<file path="config.mk">
export PLATFORM = sky130hd
export DESIGN_NAME = sprite_palette_arbiter
export DESIGN_NICKNAME = d
export VERILOG_FILES = /design/src/rtl/sprite_palette_arbiter.sv
export SDC_FILE = /design/constraint.sdc
export NUM_CORES = 1
export LEC_CHECK = 0
export ABC_CLOCK_PERIOD_IN_PS = 2500
export CORE_ASPECT_RATIO = 1.75
export CORE_MARGIN = 10
export CORE_UTILIZATION = 35
export DETAILED_ROUTE_END_ITERATION = 10
export GPL_ROUTABILITY_DRIVEN = 0
export PLACE_DENSITY_LB_ADDON = 0.3
export SLEW_MARGIN = 20
export SYNTH_ARGS = -nofsm -noshare
export SYNTH_HDL_FRONTEND = slang
export SYNTH_SLANG_ARGS = --single-unit
</file>
<file path="constraint.sdc">
create_clock -name Clk -period 2.5 [get_ports Clk]
set_input_delay 0.375 -clock Clk [delete_from_list [all_inputs] [get_ports Clk]]
set_output_delay 0.375 -clock Clk [all_outputs]
set_load 0.02 [all_outputs]
</file>
<file path="src/rtl/sprite_palette_arbiter.sv">
// sprite_palette_arbiter
// Round-robin arbiter sharing one combinational palette ROM between NREQ
// sprite drawers. One lookup accepted per cycle; the index is registered
// toward the ROM (stage 1) and the ROM colour is registered back to the
// granted drawer as a one-hot response (stage 2).
module sprite_palette_arbiter #(
  parameter int NREQ = 4
) (
  input  logic              Clk,
  input  logic              Reset_n,
  input  logic              frame_start,
  input  logic [NREQ-1:0]   req_valid,
  input  logic [8*NREQ-1:0] req_index,
  output logic [NREQ-1:0]   req_ready,
  output logic [7:0]        pal_index,
  input  logic [3:0]        pal_red,
  input  logic [3:0]        pal_green,
  input  logic [3:0]        pal_blue,
  output logic [NREQ-1:0]   rsp_valid,
  output logic [3:0]        rsp_red,
  output logic [3:0]        rsp_green,
  output logic [3:0]        rsp_blue,
  output logic              rsp_transparent,
  output logic              busy
);

  localparam int PW = $clog2(NREQ);
  typedef logic [PW-1:0] ptr_t;
  typedef logic [PW:0]   sum_t;

  // Round-robin pointer and stage-1 state
  ptr_t            r_rr_ptr;
  logic [7:0]      r_pal_index;
  logic            r_s1_valid;
  ptr_t            r_s1_owner;
  logic            r_s1_transparent;

  // Stage-2 response registers
  logic [NREQ-1:0] r_rsp_valid;
  logic [3:0]      r_rsp_red;
  logic [3:0]      r_rsp_green;
  logic [3:0]      r_rsp_blue;
  logic            r_rsp_transparent;

  // Grant decode
  logic            w_gnt_any;
  ptr_t            w_gnt_idx;
  logic [NREQ-1:0] w_ready;
  sum_t            w_sum;
  ptr_t            w_cand;
  logic [7:0]      w_gnt_data;
  logic [NREQ-1:0] w_owner_onehot;

  // Search from r_rr_ptr upward (mod NREQ) for the first pending requester.
  always_comb begin
    // NOTE: every signal written here gets a default first so no latch is inferred.
    w_gnt_any = 1'b0;
    w_gnt_idx = '0;
    w_ready   = '0;
    w_sum     = '0;
    w_cand    = '0;
    for (int k = 0; k < NREQ; k++) begin
      w_sum = {1'b0, r_rr_ptr} + sum_t'(k);
      // Explicit wrap so non-power-of-two NREQ works.
      if (w_sum >= sum_t'(NREQ)) w_sum = w_sum - sum_t'(NREQ);
      w_cand = w_sum[PW-1:0];
      if (!w_gnt_any && req_valid[w_cand]) begin
        w_gnt_any = 1'b1;
        w_gnt_idx = w_cand;
      end
    end
    if (w_gnt_any) w_ready[w_gnt_idx] = 1'b1;
  end

  // Select the granted requester's palette index.
  always_comb begin
    w_gnt_data = '0;
    for (int i = 0; i < NREQ; i++) begin
      if (w_gnt_idx == ptr_t'(i)) w_gnt_data = req_index[8*i +: 8];
    end
  end

  // One-hot form of the stage-1 owner for the response.
  always_comb begin
    w_owner_onehot             = '0;
    w_owner_onehot[r_s1_owner] = 1'b1;
  end

  // Pointer update: frame_start restarts priority at 0 and overrides the grant advance.
  always_ff @(posedge Clk or negedge Reset_n) begin
    if (!Reset_n) begin
      // NOTE: non-blocking assignments so every register samples pre-edge values.
      r_rr_ptr <= '0;
    end else if (frame_start) begin
      r_rr_ptr <= '0;
    end else if (w_gnt_any) begin
      r_rr_ptr <= (w_gnt_idx == ptr_t'(NREQ-1)) ? '0 : w_gnt_idx + ptr_t'(1);
    end
  end

  // Stage 1: capture the accepted index toward the ROM; index and owner hold when idle.
  always_ff @(posedge Clk or negedge Reset_n) begin
    if (!Reset_n) begin
      r_pal_index      <= '0;
      r_s1_valid       <= 1'b0;
      r_s1_owner       <= '0;
      r_s1_transparent <= 1'b0;
    end else begin
      r_s1_valid <= w_gnt_any;
      if (w_gnt_any) begin
        r_pal_index      <= w_gnt_data;
        r_s1_owner       <= w_gnt_idx;
        r_s1_transparent <= (w_gnt_data == 8'd0);
      end
    end
  end

  // Stage 2: register the ROM colour; colour and transparency hold between responses.
  always_ff @(posedge Clk or negedge Reset_n) begin
    if (!Reset_n) begin
      r_rsp_valid       <= '0;
      r_rsp_red         <= '0;
      r_rsp_green       <= '0;
      r_rsp_blue        <= '0;
      r_rsp_transparent <= 1'b0;
    end else begin
      r_rsp_valid <= r_s1_valid ? w_owner_onehot : '0;
      if (r_s1_valid) begin
        r_rsp_red         <= pal_red;
        r_rsp_green       <= pal_green;
        r_rsp_blue        <= pal_blue;
        r_rsp_transparent <= r_s1_transparent;
      end
    end
  end

  assign req_ready       = w_ready;
  assign pal_index       = r_pal_index;
  assign rsp_valid       = r_rsp_valid;
  assign rsp_red         = r_rsp_red;
  assign rsp_green       = r_rsp_green;
  assign rsp_blue        = r_rsp_blue;
  assign rsp_transparent = r_rsp_transparent;
  assign busy            = r_s1_valid | (|r_rsp_valid);

endmodule

</file>
* Yosys cells after proc, flatten, opt, wreduce, memory -nomap -nowiden *
Cells that the tools add are included.

operators by class
  add/sub/neg operators = 8
  order comparisons = 12
  equal/unequal tests = 3
  mux-type cells = 33
  bitwise operators = 1
  reductions and logical operators = 12

operators with widths
  cell                   number
  $mux W8                4
  $mux W2                11
  $lt A2 B3 Y1 const B   6
  $mux W1                10
  $ge A3 B3 Y1 const B   3
  $bmux W1 S2            4
  $logic_not A8 Y1       1
  $mux W4                2
  $sub A2 B1 Y2 const B  4
  $add A2 B2 Y3 const B  2
  $logic_and A1 B1 Y1    5
  $demux W1 S2           2
  $eq A2 B2 Y1 const B   2
  $ge A2 B1 Y1 const B   2
  $reduce_or A4 Y1       1
  $add A2 B1 Y3 const B  1
  $ge A2 B3 Y1 const B   1
  $logic_not A1 Y1       3
  $add A2 B1 Y2 const B  1
  $eq A2 B1 Y1 const B   1
  $logic_not A2 Y1       1
  $reduce_bool A2 Y1     1
  $or A1 B1 Y1           1

word-level totals
  flip-flop bits (word level) = 31
  output and inout port bits = 30
  word-level logic and storage cells = 79

* Logic depth before layout (Yosys ltp) *
  depth after elaboration = 20
  gate-level depth with buffers = 11
  mapped depth without buffers = 10

* Worst setup path after synthesis *
No wires, ideal clock.

  kind = flip-flop to flip-flop
  from = reg r_rr_ptr[1]
  to = reg r_s1_transparent
  library setup time = 0.067 ns
  data arrival time = 2.305 ns
  data required time = 2.433 ns
  slack = 0.128 ns
  stages on the path, launching flop included = 12
  period minus slack after synthesis = 2.372 ns
  cell sequence = dfrtp_1 > nand2b_1 > a21oi_1 > a211oi_1 > inv_2 > ha_1 > buf_6 > or2_4 > a221oi_2 > o22ai_1 > nor3_2 > a32o_1

between the ends
  cells in the longest elaborated chain, start to end = 20
  elaborated cells between the ends (all ways) = 46
  those cells by class = add/sub (7); order compare (4); eq/ne (3); mux (24); reduce/logical (8)

ends and longest elaborated chain
  what                                                                    RTL line  text
  start: declaration                                                      32        ptr_t r_rr_ptr;
  start signal: assignment                                                97        r_rr_ptr <= (w_gnt_idx == ptr_t'(NREQ-1)) ? '0 : w_gnt_idx + ptr_t'(1);
  parallel branches: the longest is 13 deep, another holds $add A2 B1 Y3  --
  $mux W2 *                                                               67        if (!w_gnt_any && req_valid[w_cand]) begin
  via w_gnt_idx[0]                                                        47        ptr_t w_gnt_idx;
  $logic_not A2 Y1                                                        79        if (w_gnt_idx == ptr_t'(i)) w_gnt_data = req_index[8*i +: 8];
  $mux W8 (3 in a row)                                                    79
  $mux W8 *                                                               79
  $logic_not A8 Y1 *                                                      113       r_s1_transparent <= (w_gnt_data == 8'd0);
  end signal: assignment                                                  113
  end: declaration                                                        36        logic r_s1_transparent;

Mark *: on every way through the listed nets, which the timed path passes. The select of a mux whose other input is x is not followed.
A chain may end at the register's enable or synchronous reset.

* Worst setup path after layout *
  from = reg r_rr_ptr[0]
  to = reg r_s1_transparent

The elaborated chain is that of the path after synthesis.

==> results summary <==
The worst hold margin came out at 0.478 ns. Dividing the detail-routed via count by the number of cells gives 4.83. At the worst endpoint, the arrival time is 2.59 ns. The slowest stage of the critical path is the sky130_fd_sc_hd__dfrtp_1 cell. Of the total synthesized cell area, the portion taken by XOR and XNOR cells is 0%. The total number of placement rows came out at 32. The most common cell type on the critical path is sky130_fd_sc_hd__buf_4.

The combinational share of power came out at 45.7%. The die width came out at 70.6 µm. The power density over cell area came out at 663 mW/mm². The residual overflow from global routing is 0. The length of routed met3 wiring came out at 360 µm. The worst slew slack as a fraction of its limit is 74.8%. The die covers 0.00765 mm². The flop-to-flop setup slack is 0.12 ns. The instance count after placement with tap cells included came out at 295. The largest net degree at the start of global routing came out at 32. The via count of the first global-routing pass came out at 1622.

The cell leakage power is 1.22 nW. The post-synthesis mux area share came out at 9.99%. At the worst endpoint, the required time is 2.71 ns. Setup violations remaining at the end of the flow were counted as 0. The post-synthesis instance area is 0.00157 mm².

The final period demand of the worst path is 2.38 ns. The post-route clock skew came out at 0.00247 ns. The count of placed standard cells in the final layout, fillers left out is 307. The setup TNS after final layout is 0 ns. The layout overhead on the synthesized area is 78.0%. Buffers placed on the I/O ports in this run total 80. The TritonCTS buffer count came out at 5. The switching part of the total power is 32.8%.

In the routed design, unresolved DRC markers number 0. The total power consumption of the routed design came out at 0.00185 W. The number of nets in the synthesized netlist is 197. From bottom edge to top edge, the die measures 108 µm. The post-synthesis area per instance is 11.0 µm². Clock-pin slew was measured on the worst setup and hold paths at 0.06 ns. The latest clock arrival within the worst-skew pair is 0.27 ns. The sequential fraction of the synthesis area came out at 49.6%. After synthesis, the largest family of logic cells by area is compound AO/OA/AOI/OAI gates. The initial core utilization is 35.9%.

The power share of the sequential group came out at 34.6%. The run finished with clean final reports. The number of diodes added for antenna fixing came out at 0. The actual transition at the worst max-transition pin came out at 0.379 ns. The I/O pin total came out at 81. In this run the worst path has a maximum fanout of 5. The average wire length per cell after detail routing came out at 15.9 µm.

The first global-routing pass estimated 7900 µm of wire. The total met2 wirelength after detailed routing is 2810 µm. The synthesized netlist cell count came out at 142. The region available for standard cell placement spans 0.00436 mm².

The share of the synthesized area in compound gates (AO/OA/AOI/OAI) came out at 16.9%. The worst supply voltage drop on vdd came out at 0.000449 V. The share of final-layout standard cells stronger than drive strength 1 came out at 29.7%. The synthesized design contains 31 register bits.

Counting every sink on the clock net gives 31. The count of nets left with antenna violations once routing finished came out at 0. The post-synthesis simple-gate area fraction is 16.0%. The initial detailed-routing violation count is 39.

The top cell type's share of synthesized area came out at 49.6%. The share of power burned in the clock network came out at 19.7%. STA classifies the critical path startpoint as a flip-flop.

The longest clock path from root to sink contains 2 buffers. The worst hold-check path type is reg2reg. The global-route usage over all layers is 12.8%.

After detailed routing, the total wire length is 4870 µm. The top layer used by detailed routing is met4. The pre-CTS setup slack came out at -0.529 ns. STA classifies the critical path endpoint as a flip-flop. The peak per-stage delay on the critical path is 0.41 ns.

The number of library cell types mapped by synthesis came out at 30. The reported max-cap violation count is 0. Setup repair after global routing left no endpoint under its margin. The number of hold buffers added after CTS is 0. TritonCTS built the clock tree. The max-slew violation count is 0. The final worst slack came out at 0.120 ns. Walking the worst path, the cells encountered are nor3b_2 > a211oi_1 > nor2_1 > buf_4 > ha_1 > buf_4 > or2_4 > a221oi_4 > o22ai_2 > nor3_2 > a32o_1. The critical path class is reg2reg. The internal power of the cells totals 0.00124 W. The final count of hold timing violations came out at 0. After Yosys synthesis, full adders, half adders and majority gates account for 3.20% of the synthesized area. The wire length on met1 is 1610 µm. After the last flow step, the layout net total stands at 310. The HPWL after detailed placement is 3990 µm. The first detailed-routing pass ran for 4 iterations.

sky130_fd_sc_hd__dfrtp_1 takes more of the synthesized area than any other cell. The share of the clock period used by the worst path is 95.2%. During synthesis, Yosys emitted a total of 0 warnings. Clock tree synthesis selected as its root buffer the cell sky130_fd_sc_hd__clkbuf_8. The number of antenna violations at the first check in global routing came out at 0. The H-tree was split into 2 levels. Summing over every cut layer, the via total after detailed routing is 1484. Static timing analysis puts the maximum clock frequency at 420 MHz. The analysis attributes to net switching a power of 0.000606 W.

By area the synthesized netlist is led by sky130_fd_sc_hd__dfrtp_1, sky130_fd_sc_hd__mux2_2, sky130_fd_sc_hd__a221oi_2, sky130_fd_sc_hd__nand2_1, sky130_fd_sc_hd__nor2_1.
## critical path: cells and delay by family, from the launching register on
| family | cells | cell delay, ns |
|---|---|---|
| fa+ha+maj | 1 | 0.20 |
| compound gates | 4 | 0.72 |
| simple gates | 4 | 0.70 |
| flops | 1 | 0.41 |
| buf+inv | 2 | 0.29 |
## what timing repair did
action	CTS	global route
endpoints found under the setup margin	9	11
pin swaps	2	4
setup buffers	2	2
gates resized for setup	17	10
## sequential cells by signal, indices dropped and copies added (netlist names)
register,cells
pal_index,8
r_rr_ptr,2
r_s1_owner,2
r_s1_transparent,1
r_s1_valid,1
rsp_blue,4
rsp_green,4
rsp_red,4
rsp_transparent,1
rsp_valid,4
## Yosys cell counts
library cell / n
sky130_fd_sc_hd__a22oi_1: 2
sky130_fd_sc_hd__a221oi_2: 6
sky130_fd_sc_hd__inv_2: 2
sky130_fd_sc_hd__nor3_2: 1
sky130_fd_sc_hd__buf_6: 2
sky130_fd_sc_hd__or2_4: 1
sky130_fd_sc_hd__ha_1: 4
sky130_fd_sc_hd__a21oi_1: 6
sky130_fd_sc_hd__nor2_1: 14
sky130_fd_sc_hd__a211oi_1: 4
sky130_fd_sc_hd__and3b_1: 1
sky130_fd_sc_hd__buf_1: 1
sky130_fd_sc_hd__mux2_2: 13
sky130_fd_sc_hd__o22ai_1: 7
sky130_fd_sc_hd__nor2b_1: 5
sky130_fd_sc_hd__and3_1: 1
sky130_fd_sc_hd__buf_2: 4
sky130_fd_sc_hd__dfrtp_1: 31
sky130_fd_sc_hd__a32o_1: 1
sky130_fd_sc_hd__o21ai_0: 1
sky130_fd_sc_hd__nor3_1: 3
sky130_fd_sc_hd__o31ai_1: 4
sky130_fd_sc_hd__nor4_4: 1
sky130_fd_sc_hd__nand2b_1: 3
sky130_fd_sc_hd__mux2i_1: 1
sky130_fd_sc_hd__inv_1: 4
sky130_fd_sc_hd__a221o_1: 1
sky130_fd_sc_hd__and2_1: 1
sky130_fd_sc_hd__nor3b_1: 2
sky130_fd_sc_hd__nand2_1: 15
## power by group through the flow
stage                     Sequential, W  Combinational, W  Clock (W)
after floorplan                0.000728          0.000278          0
after global placement         0.000646          0.000785          0
after detailed placement       0.000647          0.000793          0
after CTS                      0.000640          0.000824   0.000376
after global routing           0.000653          0.000906   0.000399
final                          0.000640          0.000845   0.000364
## cell type report
| cell class | count | area (µm²) |
|---|---|---|
| clock buffer | 7 | 76.3 |
| clock inverter | 1 | 5.00 |
| fill | 360 | 1580 |
| inverter | 6 | 22.5 |
| multi-input combinational | 98 | 785 |
| sequential | 31 | 777 |
| tap | 51 | 63.8 |
| timing repair buffer | 113 | 1060 |
## path summary, 6_finish.rpt
kind                                          start                            to  cells after the start
max reg2reg                 r_rr_ptr[0]$_DFFE_PN0P_  r_s1_transparent$_DFFE_PN0N_                     11
min reg2reg                pal_index[4]$_DFFE_PN0N_      pal_index[4]$_DFFE_PN0N_                      2
min in group asynchronous                   Reset_n       rsp_blue[2]$_DFFE_PN0P_                      2
max                         r_rr_ptr[0]$_DFFE_PN0P_  r_s1_transparent$_DFFE_PN0N_                     11
max in group asynchronous                   Reset_n       r_rr_ptr[1]$_DFFE_PN0P_                      2
min                        pal_index[4]$_DFFE_PN0N_      pal_index[4]$_DFFE_PN0N_                      2
## kinds of logic (layout without fill, tap and decap cells)
group,count (synthesis),in the layout
buf+inv,13,127
flops,31,31
fa+ha+maj,4,4
simple gates,48,48
compound gates,32,32
mux,14,14
## per-layer routing
metal	GRT usage, %	up-vias
li1	-	736
met2	25.0	53
met1	11.2	688
met4	5.28	0
met5	0	-
met3	5.05	7
## placed cells by master, fill, tap and decap left out, types with 4 or more instances in the layout
master                            netlist  final
sky130_fd_sc_hd__o22ai_1                7      4
sky130_fd_sc_hd__nor2b_1                5      4
sky130_fd_sc_hd__dfrtp_1               31     30
sky130_fd_sc_hd__buf_4                  0     33
sky130_fd_sc_hd__mux2_2                13     13
sky130_fd_sc_hd__o31ai_1                4      4
sky130_fd_sc_hd__clkdlybuf4s50_1        0     72
sky130_fd_sc_hd__clkbuf_8               0      5
sky130_fd_sc_hd__a21oi_1                6      6
sky130_fd_sc_hd__inv_1                  4      4
sky130_fd_sc_hd__nand2_1               15     15
sky130_fd_sc_hd__nor2_1                14     14
sky130_fd_sc_hd__a221oi_2               6      4
sky130_fd_sc_hd__a211oi_1               4      4
## stage by stage
stage               instance area [µm²]  util [%]
floorplan                          1570         -
global placement                   2600      59.6
detailed placement                 2600      59.6
CTS                                2730      62.6
global route                       2790      63.8
finish                             2790      63.8
No activity file was read; power rests on OpenSTA's default activity.
==> RTL edit: new RTL, config.mk and constraints unchanged <==
Set the parameter `NREQ` to 2 (it was 4).
--- a/src/rtl/sprite_palette_arbiter.sv
+++ b/src/rtl/sprite_palette_arbiter.sv
@@ -6,3 +6,3 @@
 module sprite_palette_arbiter #(
-  parameter int NREQ = 4
+  parameter int NREQ = 2
 ) (
Interface: changed (resized req_index, req_ready, req_valid and rsp_valid); port bits go from 81 to 59. The function was not compared with the original's and may differ.
==> RTL edit against the original RTL <==
Sequential cell count fell by 4. Worst setup slack improved by 100 ps. Wire length fell by 37%. Area after synthesis fell by 28%. Final area fell by 35%. Non-clock buffer count fell by 51. Clock skew rose by 1.6 ps. Power fell by 46%. Global-route usage fell by 2.1 points. Sequential share of layout area rose by 9.4 points. Register-to-register slack improved by 1100 ps. Largest cell class is now sequential cells. Largest power group is now registers. Highest routed layer unchanged.
==> RTL edit: results (changes against the original RTL) <==
stage	metric	value	unit	change
setup_path	RR Endpoint	r_s1_transparent		
clocking	H-tree depth	1		-1
sta	Clock Skew	4.07	ps	+1.60 ps
global_route	first-pass GRT wire length	5030	microns	-36%
final_layout	Post-Route Utilization	0.583		-0.0555
sta	Max-slew headroom	0.774		+0.0262
drt	routed vias	907		-39%
synthesis	ranking of synthesized cells by area	dfrtp_1 60%, mux2_1 8.0%, mux2i_1 6.2%		
drt	final WL	3080	microns	-37%
placed_design	pre-CTS setup slack	219	ps	+748 ps
clocking	clk slew on worst S/H paths	100	ps	+40 ps
final_layout	Final Net Count	185		-40%
setup_path	Worst Path Max Fanout	4		-1
pwr	peak supply drop	0.382	mV	-15%
hold_path	WHS Endpoint	rsp_valid[0]		
pwr	total power draw	0.00101	W	-46%
final_layout	FILL cells	285		-21%
final_layout	layout cells sized above 1	0.113		-0.184
hold_path	hold depth	1		-1
placed_design	Port-buffer cells	58		-28%
placed_design	placed cell area	1760	sq um	-32%
clocking	CTS resizes	0		-17
clocking	total CTS buffers	3		-2
setup_path	r2r startpoint	r_rr_ptr		
setup_path	R2R Setup Slk	1180	ps	+1060 ps
setup_path	reg2reg path depth	5		-6
synthesis	syn nets	122		-38%
setup_path	Arr. time, crit path	1900	ps	-690 ps
placed_design	Detail Placement HPWL	2610	microns	-34%
synthesis	synth unique cells	24		-20%
synthesis	Synth top cells by count	27 x dfrtp_1, 10 x nand2_1, 8 x mux2_1, 8 x o21ai_1, 7 x mux2i_1		
pwr	Power Internal	0.000729	W	-41%
synthesis	sequential share of the synthesized area	0.601		+0.105
outcome	status	complete, no violations		
global_route	largest net degree at the start of global routing	28		-13%
clocking	Setup Buffers After CTS	0		-2
global_route	vias in the first global route	988		-39%
synthesis	Synth Instances	89		-37%
hold_path	critical hold path startpoint	r_s1_owner		
sta	crit share post-route	0.910		-0.0419
drt	DR iter-0 viols	12		-69%
drt	routed vias/inst	4.68		-3.3%
global_route	Tot GR Track Use	0.107		-0.0212
drt	Initial DRT Pass Iterations	4		unchanged
sta	hold_ws	450	ps	-28.3 ps
==> RTL edit: worst max-delay path by stage <==
stage                             from           end
after floorplan               r_rr_ptr  req_ready[0]
after global placement    req_valid[0]  req_ready[0]
after detailed placement  req_valid[0]  req_ready[0]
final                     req_valid[0]  req_ready[0]
after CTS                 req_valid[0]  req_ready[0]
after global routing      req_valid[0]  req_ready[0]
==> RTL edit: power groups by stage <==
stage,Combinational [W],Sequential [W],Clock [W]
finish,0.000259,0.000492,0.000255
floorplan,0.0000627,0.000543,0
global route,0.000279,0.000497,0.000279
CTS,0.000265,0.000493,0.000263
global placement,0.000258,0.000500,0
detailed placement,0.000264,0.000502,0
==> RTL edit: worst max-delay path, stage by stage <==
cell,delay (ps)
clkdlybuf4s50_1,540
nand2b_1,100
nand2_1,100
inv_2,40
nor2_1,100
clkdlybuf4s50_1,620
==> RTL edit: kinds of logic after synthesis <==
logic type,Yosys count,synth area share
AOI/OAI and AO/OA,11,0.0578
DFF,27,0.601
muxes,20,0.192
buffers and inverters,7,0.0334
and+or+nand+nor,24,0.116
==> RTL edit: routing by layer <==
metal,vias up,routed length [microns],part of all wire,global-route usage
met5,-,0,0,0
met4,0,55,0.018,0.0506
met3,5,320,0.10,0.0533
met2,52,1490,0.48,0.176
met1,417,1220,0.40,0.113
li1,433,-,-,-
==> RTL edit: area by class of cell <==
| type | instances | share of cell area |
|---|---|---|
| Sequential cell | 27 | 0.373 |
| Timing Repair Buffer | 62 | 0.337 |
| Multi-Input combinational cell | 55 | 0.227 |
| Tap cell | 43 | 0.0297 |
| Clock buffer | 3 | 0.0228 |
| Inverter | 3 | 0.00622 |
| Clock inverter | 1 | 0.00414 |
